File: config.mk
export PLATFORM = sky130hd
export DESIGN_NAME = olm_seq_ctrl
export DESIGN_NICKNAME = d
export VERILOG_FILES = /design/src/rtl/olm_pkg.sv /design/src/rtl/olm_step_cnt.sv /design/src/rtl/olm_seq_ctrl.sv
export SDC_FILE = /design/constraint.sdc
export NUM_CORES = 1
export LEC_CHECK = 0
export CAP_MARGIN = 25
export CORE_AREA = 3 3 40 42
export CTS_BUF_LIST = sky130_fd_sc_hd__clkbuf_8
export DETAILED_ROUTE_END_ITERATION = 10
export DIE_AREA = 0 0 43 45
export GPL_ROUTABILITY_DRIVEN = 1
export PLACE_DENSITY_LB_ADDON = 0.08
export SYNTH_ARGS = -nofsm -noshare
export SYNTH_HDL_FRONTEND = slang
export SYNTH_HIERARCHICAL = 1
export SYNTH_SLANG_ARGS = --single-unit
File: constraint.sdc
create_clock -name clk -period 2.64 [get_ports clk]
set_clock_uncertainty 0.05 [all_clocks]
set_input_delay 0.528 -clock clk [delete_from_list [all_inputs] [get_ports clk]]
set_output_delay 0.528 -clock clk [all_outputs]
set_load 0.05 [all_outputs]
File: src/rtl/olm_pkg.sv
// Shared types and defaults for the online-multiplier sequencer.
//   olm_state_t : controller states IDLE -> INIT -> RUN -> DONE
//   OLM_N       : default operand digit count
//   OLM_DELTA   : default online delay
//   olm_cw()    : width of a step counter that must hold 0..N+DELTA
package olm_pkg;

  typedef enum logic [1:0] {
    IDLE = 2'd0,
    INIT = 2'd1,
    RUN  = 2'd2,
    DONE = 2'd3
  } olm_state_t;

  localparam int OLM_N     = 8;
  localparam int OLM_DELTA = 3;

  function automatic int olm_cw(input int n, input int d);
    return $clog2(n + d + 1);
  endfunction

endpackage

File: src/rtl/olm_step_cnt.sv
// Online step counter j for the multiplier sequencer.
// Ports:
//   clk, rst : clock, synchronous active-high reset
//   clr      : force j to 0 (takes priority over en)
//   en       : advance j by one
//   cnt      : current step index j
//   term     : j is the final step (N+DELTA-1)
//   need_in  : j < N, an input digit pair is consumed this step
//   emit     : j >= DELTA, a product digit is produced this step
module olm_step_cnt
  import olm_pkg::*;
#(
  parameter int N     = OLM_N,
  parameter int DELTA = OLM_DELTA,
  parameter int CW    = olm_cw(OLM_N, OLM_DELTA)
) (
  input  logic          clk,
  input  logic          rst,
  input  logic          clr,
  input  logic          en,
  output logic [CW-1:0] cnt,
  output logic          term,
  output logic          need_in,
  output logic          emit
);

  localparam logic [CW-1:0] LAST_J  = CW'(N + DELTA - 1);
  localparam logic [CW-1:0] N_J     = CW'(N);
  localparam logic [CW-1:0] DELTA_J = CW'(DELTA);

  logic [CW-1:0] cnt_q;

  always_ff @(posedge clk) begin
    if (rst || clr) begin
      cnt_q <= '0;
    end else if (en) begin
      cnt_q <= cnt_q + 1'b1;
    end
  end

  assign cnt     = cnt_q;
  assign term    = (cnt_q == LAST_J);
  assign need_in = (cnt_q < N_J);
  assign emit    = (cnt_q >= DELTA_J);

endmodule

File: src/rtl/olm_seq_ctrl.sv
// Sequencer for one digit-serial MSDF online multiplier slice.
// Accepts N signed digit pairs, pads DELTA zero digits, and emits N
// product digits once the online delay has elapsed.
// Optional build macro: OLM_STALL_CNT_EN adds a saturating stall counter.
// Ports:
//   clk, rst   : clock, synchronous active-high reset
//   start      : begin an operation (honoured only in IDLE)
//   in_valid   : upstream digit pair valid    / in_ready : pair accepted
//   out_ready  : downstream accepts digit     / out_valid: product digit valid
//   init_clr   : one-cycle clear of residual and operand registers
//   step_en    : datapath advances one online step
//   pad_zero   : datapath substitutes zero digits for x/y
//   last       : qualifies the final product digit
//   busy, done : operation in progress / one-cycle completion pulse
//   step_cnt   : current step index j
//   stall_cnt  : (OLM_STALL_CNT_EN only) RUN cycles without a step
module olm_seq_ctrl
  import olm_pkg::*;
#(
  parameter  int N     = OLM_N,
  parameter  int DELTA = OLM_DELTA,
  localparam int CW    = olm_cw(N, DELTA)
) (
  input  logic          clk,
  input  logic          rst,
  input  logic          start,
  input  logic          in_valid,
  output logic          in_ready,
  input  logic          out_ready,
  output logic          out_valid,
  output logic          init_clr,
  output logic          step_en,
  output logic          pad_zero,
  output logic          last,
  output logic          busy,
  output logic          done,
  output logic [CW-1:0] step_cnt
`ifdef OLM_STALL_CNT_EN
  ,
  output logic [15:0]   stall_cnt
`endif
);

  olm_state_t state_q, state_d;
  logic       cnt_clr;
  logic       term;
  logic       need_in;
  logic       emit;

  olm_step_cnt #(
    .N     (N),
    .DELTA (DELTA),
    .CW    (CW)
  ) u_step_cnt (
    .clk     (clk),
    .rst     (rst),
    .clr     (cnt_clr),
    .en      (step_en),
    .cnt     (step_cnt),
    .term    (term),
    .need_in (need_in),
    .emit    (emit)
  );

  always_ff @(posedge clk) begin
    if (rst) begin
      state_q <= IDLE;
    end else begin
      state_q <= state_d;
    end
  end

  always_comb begin
    state_d   = state_q;
    init_clr  = 1'b0;
    step_en   = 1'b0;
    in_ready  = 1'b0;
    pad_zero  = 1'b0;
    out_valid = 1'b0;
    last      = 1'b0;
    done      = 1'b0;
    cnt_clr   = 1'b0;
    unique case (state_q)
      IDLE: begin
        if (start) state_d = INIT;
      end
      INIT: begin
        init_clr = 1'b1;
        cnt_clr  = 1'b1;
        state_d  = RUN;
      end
      RUN: begin
        in_ready  = need_in;
        pad_zero  = !need_in;
        // During the pad phase no input is needed, so only the output side
        // can stall; during the input phase a missing pair blocks both.
        out_valid = emit && (!need_in || in_valid);
        step_en   = (!need_in || in_valid) && (!emit || out_ready);
        last      = out_valid && term;
        if (step_en && term) state_d = DONE;
      end
      DONE: begin
        done    = 1'b1;
        // j returns to 0 so that IDLE always shows step_cnt = 0.
        cnt_clr = 1'b1;
        state_d = IDLE;
      end
      default: state_d = IDLE;
    endcase
  end

  assign busy = (state_q != IDLE);

`ifdef OLM_STALL_CNT_EN
  // Value is kept after DONE so software can read it until the next INIT.
  always_ff @(posedge clk) begin
    if (rst) begin
      stall_cnt <= 16'd0;
    end else if (state_q == INIT) begin
      stall_cnt <= 16'd0;
    end else if ((state_q == RUN) && !step_en && (stall_cnt != 16'hFFFF)) begin
      stall_cnt <= stall_cnt + 16'd1;
    end
  end
`endif

endmodule

* Word level (Yosys, flattened, before mapping) *
Cells that the tools add are included.

storage, ports and cells
  output and inout bits = 12
  input port bits = 5
  word-level logic and storage cells = 35
  register bits after elaboration = 6

cells by class
  multiplexer cells = 11
  reduce and logical (&&, ||, !) cells = 13
  magnitude comparators = 2
  add/sub/neg operators = 1
  eq/ne operators = 6

operator list
  operator                                                                             number
  1-bit two-way mux                                                                    8
  2-bit one-hot mux with 4 select lines                                                1
  4-bit by 1-bit adder with 4-bit output, second input constant                        1
  2-bit equality test, second input constant                                           2
  4-bit equality test, second input constant                                           1
  4-bit by 2-bit greater-or-equal comparator with 1-bit output, second input constant  1
  1-bit logical AND                                                                    4
  4-bit < comparator, second input constant                                            1
  2-bit two-way mux                                                                    2
  2-bit != test, second input constant                                                 2
  1-bit logical OR                                                                     3
  2-bit by 1-bit equality test with 1-bit output, second input constant                1
  1-bit zero test                                                                      2
  2-bit zero test                                                                      1
  2-bit AND reduction                                                                  1
  2-bit nonzero test                                                                   1
  2-bit OR reduction                                                                   1

* Logic depth before layout (Yosys ltp) *
  word-level depth = 7
  gate-level depth with buffers = 6

* Cells and area by module *
Netlist, hierarchy kept.

modules (own cells, without submodules)
  module        sequential area each (um^2)  cells each  times used  area each (um^2)
  olm_seq_ctrl  40.0                         29          1           260.2
  olm_step_cnt  80.1                         22          1           209.0

* Worst setup path before layout *
OpenSTA, ideal clock, no wires.

  path kind = reg2reg
  from = reg u_step_cnt.cnt_q[0] (netlist: u_step_cnt/cnt[0])
  to = reg u_step_cnt.cnt_q[3] (netlist: u_step_cnt/cnt[3])
  stages on the path, launching flop included = 7
  setup time = 0.123 ns
  period minus slack after synthesis = 2.850 ns
  required time = 2.467 ns
  arrival = 2.677 ns
  path buffers = 0
  setup slack = -0.210 ns
  path through = dfxtp_1 -> ha_1 -> or3_1 -> nor2b_2 -> nor2_1 -> nand4_1 -> mux2_1

on the way
  longest elaborated chain between the ends = 5

ends and longest elaborated chain
  element                                                       line                text
  from (decl)                                                   olm_step_cnt.sv:31  logic [CW-1:0] cnt_q;
  from (signal assigned)                                        olm_step_cnt.sv:37  cnt_q <= cnt_q + 1'b1;
  4-bit by 2-bit greater-or-equal comparator with 1-bit output  olm_step_cnt.sv:44  assign emit = (cnt_q >= DELTA_J);
  net emit                                                      olm_seq_ctrl.sv:48  logic emit;
  1-bit zero test                                               olm_seq_ctrl.sv:98  step_en = (!need_in || in_valid) && (!emit || out_ready);
  1-bit logical OR                                              olm_seq_ctrl.sv:98
  1-bit logical AND                                             olm_seq_ctrl.sv:98
  1-bit two-way mux                                             olm_seq_ctrl.sv:83  unique case (state_q)
  net step_en                                                   olm_seq_ctrl.sv:32  output logic step_en,

The timed path passes the listed nets, and every way through them passes these cells.
A chain may end at the register's enable or synchronous reset.

* Worst setup path after layout *
  from = reg state_q[0]
  to = out pad_zero

on the way
  longest elaborated chain between the ends = 2

ends and longest elaborated chain
  element                 line                text
  from (decl)             olm_seq_ctrl.sv:44  olm_state_t state_q, state_d;
  from (signal assigned)  olm_seq_ctrl.sv:69  state_q <= state_d;
  2-bit equality test     olm_seq_ctrl.sv:83
  1-bit two-way mux       olm_seq_ctrl.sv:83
  to (decl)               olm_seq_ctrl.sv:33  output logic pad_zero,

Every way passes these cells.

==> impl_metrics.tcl <==
set metrics [dict create \
    status "finished clean" \
    crit_path_end_kind "output port" \
    antenna_cells 0 \
    first_global_vias 377 \
    viasPerCell 4.58 \
    grt_use_total_pct 10.7 \
    wl_met1_um 431 \
    post_cts_buffers 0 \
    start_util_pct 36.5 \
    crit_type "reg2out" \
    die_height_um 45 \
    fillCellCount 121 \
    placed_area_sq_um 688 \
    clkTransAtPathRegs_ns 0.04 \
    fin_setup_tns_ns 0 \
    p_per_area_nw_per_um2 919 \
    hold_violations 0 \
    top_layer_used "met3" \
    max_freq_mhz 407 \
    cp_cell_sequence "inv_1, ha_1, nor2b_1, clkdlybuf4s50_1" \
    ctsHtreeMaxLevel 1 \
    area_growth_pct 55.5 \
    ir_worst_vdd_v 0.000523 \
    synth-seq-cells 6 \
    vias 394 \
    totalWireLength_um 897 \
    antenna_found_initial 0 \
    overflow 0 \
    cts_resized 0 \
    synthesis.nets 63 \
    first_pass_iters 2 \
    cts_buffer_depth 2 \
    min_path_type "reg2reg" \
    cts_inserted_buffers 3 \
    synth_cell_types 26 \
    die_area_sq_um 1940 \
    clock_latency_ns 0.22 \
    relSlewSlack_pct 66.8 \
    rsz0062_at_grt "false" \
    worst_pin_slew_ns 0.496 \
    clockRootBuffer "clkbuf_8" \
    remaining_drc_errors 0 \
    path_max_fanout 6 \
    arrival_ns 1.88 \
    holdWs_ns 0.480 \
    maxCapViolations 0 \
    seqCellArea_sq_um 120 \
    grt_pass1_wl_mm 1.55 \
    grt_max_degree 7 \
    wl_met3_um 52 \
    die_width_um 43 \
    cts.hold.buffers_added 0 \
    post-route-min-period_ns 2.45 \
    multiInputGateArea_sq_um 333 \
    netlist_area_sq_um 469 \
    fin_crit_sh_pct 93.0 \
    max_stage_delay_ns 0.80 \
    ys_seq_area_share_pct 25.6 \
    drtIter0Drc 2 \
    leakage_nw 0.301 \
    cts_num_sinks 6 \
    fin_nets 85 \
    syn_inst 51 \
    ys_warn_count 6 \
    finalInstanceArea_sq_um 729 \
    syn_area_per_cell_sq_um 9.20 \
    drv_slew 0 \
    dp_hpwl_um 736 \
    ant_nets 0 \
    slowest_stage "clkdlybuf4s50_1" \
    layout-drive-gt1-share_pct 21.1 \
    met2_length_um 413 \
    coreArea_sq_um 1280 \
    rows 13 \
    wl_per_cell_um 10.4 \
    critical_path_required_ns 2.06 \
    ioPinCount 17 \
    setup_viol 0 \
    gp_routability_congestion 0.641 \
    startpoint_type "flip-flop" \
    portBuffers 16 \
    cts_tree "yes" \
]
[worst max-delay path: cells and delay by family, from the launching register on]
family / cells / cell delay (ns)
buffers and inverters: 2 / 0.91
and+or+nand+nor: 1 / 0.15
DFF: 1 / 0.33
adders and majority gates: 1 / 0.26
[cells by family (layout without fill, tap and decap cells)]
kind of cell	after synthesis	after routing	synth area share [%]
flip-flops	6	6	25.6
adder cells (fa/ha/maj)	7	7	18.7
AND/OR/NAND/NOR	26	26	39.7
multiplexers	1	1	2.40
AO/OA/AOI/OAI	5	5	7.73
buffers and inverters	5	25	4.00
XOR/XNOR	1	1	1.87
[path summary, 6_finish.rpt]
kind         cells past startpoint  slack [ns]              start           endpoint
min reg2reg                      2        0.48  u_step_cnt/cnt[1]  u_step_cnt/cnt[1]
min                              2        0.48  u_step_cnt/cnt[1]  u_step_cnt/cnt[1]
max                              4        0.19         state_q[0]           pad_zero
max reg2reg                      7        0.64  u_step_cnt/cnt[0]  u_step_cnt/cnt[3]
[state kept, by name (all words and copies together), names as in the netlist]
signal,flops
u_step_cnt/cnt,4
state_q,2
[per-stage QoR]
step	std cells	total power, W	util (%)	worst slack [ns]
2_1_floorplan	51	0.000422	-	0.0352
3_3_place_gp	83	0.000538	53.6	0.341
3_5_place_dp	83	0.000540	53.6	0.319
4_1_cts	86	0.000680	56.8	0.177
5_1_grt	86	0.000729	56.8	0.0412
6_report	86	0.000670	56.8	0.185
[layer usage]
metal  track usage (%)  vias to the layer above
li1                  -                      214
met1              15.0                      169
met2              15.3                       11
met3              2.39                        0
met4              5.42                        0
met5                 0                        -
[cell type report]
| cell class | instances | area share (%) |
|---|---|---|
| Inverter | 5 | 2.57 |
| Timing Repair Buffer | 17 | 27.1 |
| Clock buffer | 3 | 5.66 |
| Tap cell | 15 | 2.57 |
| Sequential cell | 6 | 16.5 |
| Multi-Input combinational cell | 40 | 45.6 |
[cell usage after synthesis, drive strengths merged]
library cell / n / area, sq um
a211oi: 1 / 7.51
a21bo: 1 / 10.0
a21oi: 2 / 13.8
and2: 2 / 12.5
and3: 1 / 6.26
dfxtp: 6 / 120
ha: 7 / 87.6
inv: 5 / 18.8
mux2: 1 / 11.3
nand2: 1 / 3.75
nand2b: 1 / 6.26
nand3b: 1 / 7.51
nand4: 1 / 6.26
nor2: 4 / 17.5
nor2b: 4 / 42.6
nor3: 4 / 20.0
nor3b: 2 / 15.0
nor4b: 1 / 23.8
o21ai: 1 / 5.00
or2: 2 / 12.5
or3: 2 / 12.5
xnor2: 1 / 8.76
[power breakdown]
part	total, W	internal (W)	switching (W)
sequential	0.000131	0.000111	0.0000201
clock	0.000133	0.0000976	0.0000353
combinational	0.000406	0.000157	0.000249
total	0.000670	0.000366	0.000304
[cell usage in the layout (no fill, tap or decap)]
cell type         n
or2_1             2
buf_4             1
mux2_1            1
buf_12            3
nand2b_1          1
ha_1              7
o21ai_0           1
nor2b_4           2
nor2b_2           1
nand3b_1          1
xnor2_1           1
nand2_1           1
nor4b_4           1
inv_1             5
a211oi_1          1
nor3b_1           2
or3_1             2
nand4_1           1
clkbuf_8          3
a21oi_1           1
clkdlybuf4s50_1  13
nor2_2            2
dfxtp_1           6
nor3_1            4
nor2_1            2
a21bo_2           1
and3_1            1
a21oi_2           1
nor2b_1           1
and2_1            2
Note: power is estimated with default switching activity, not from simulation.
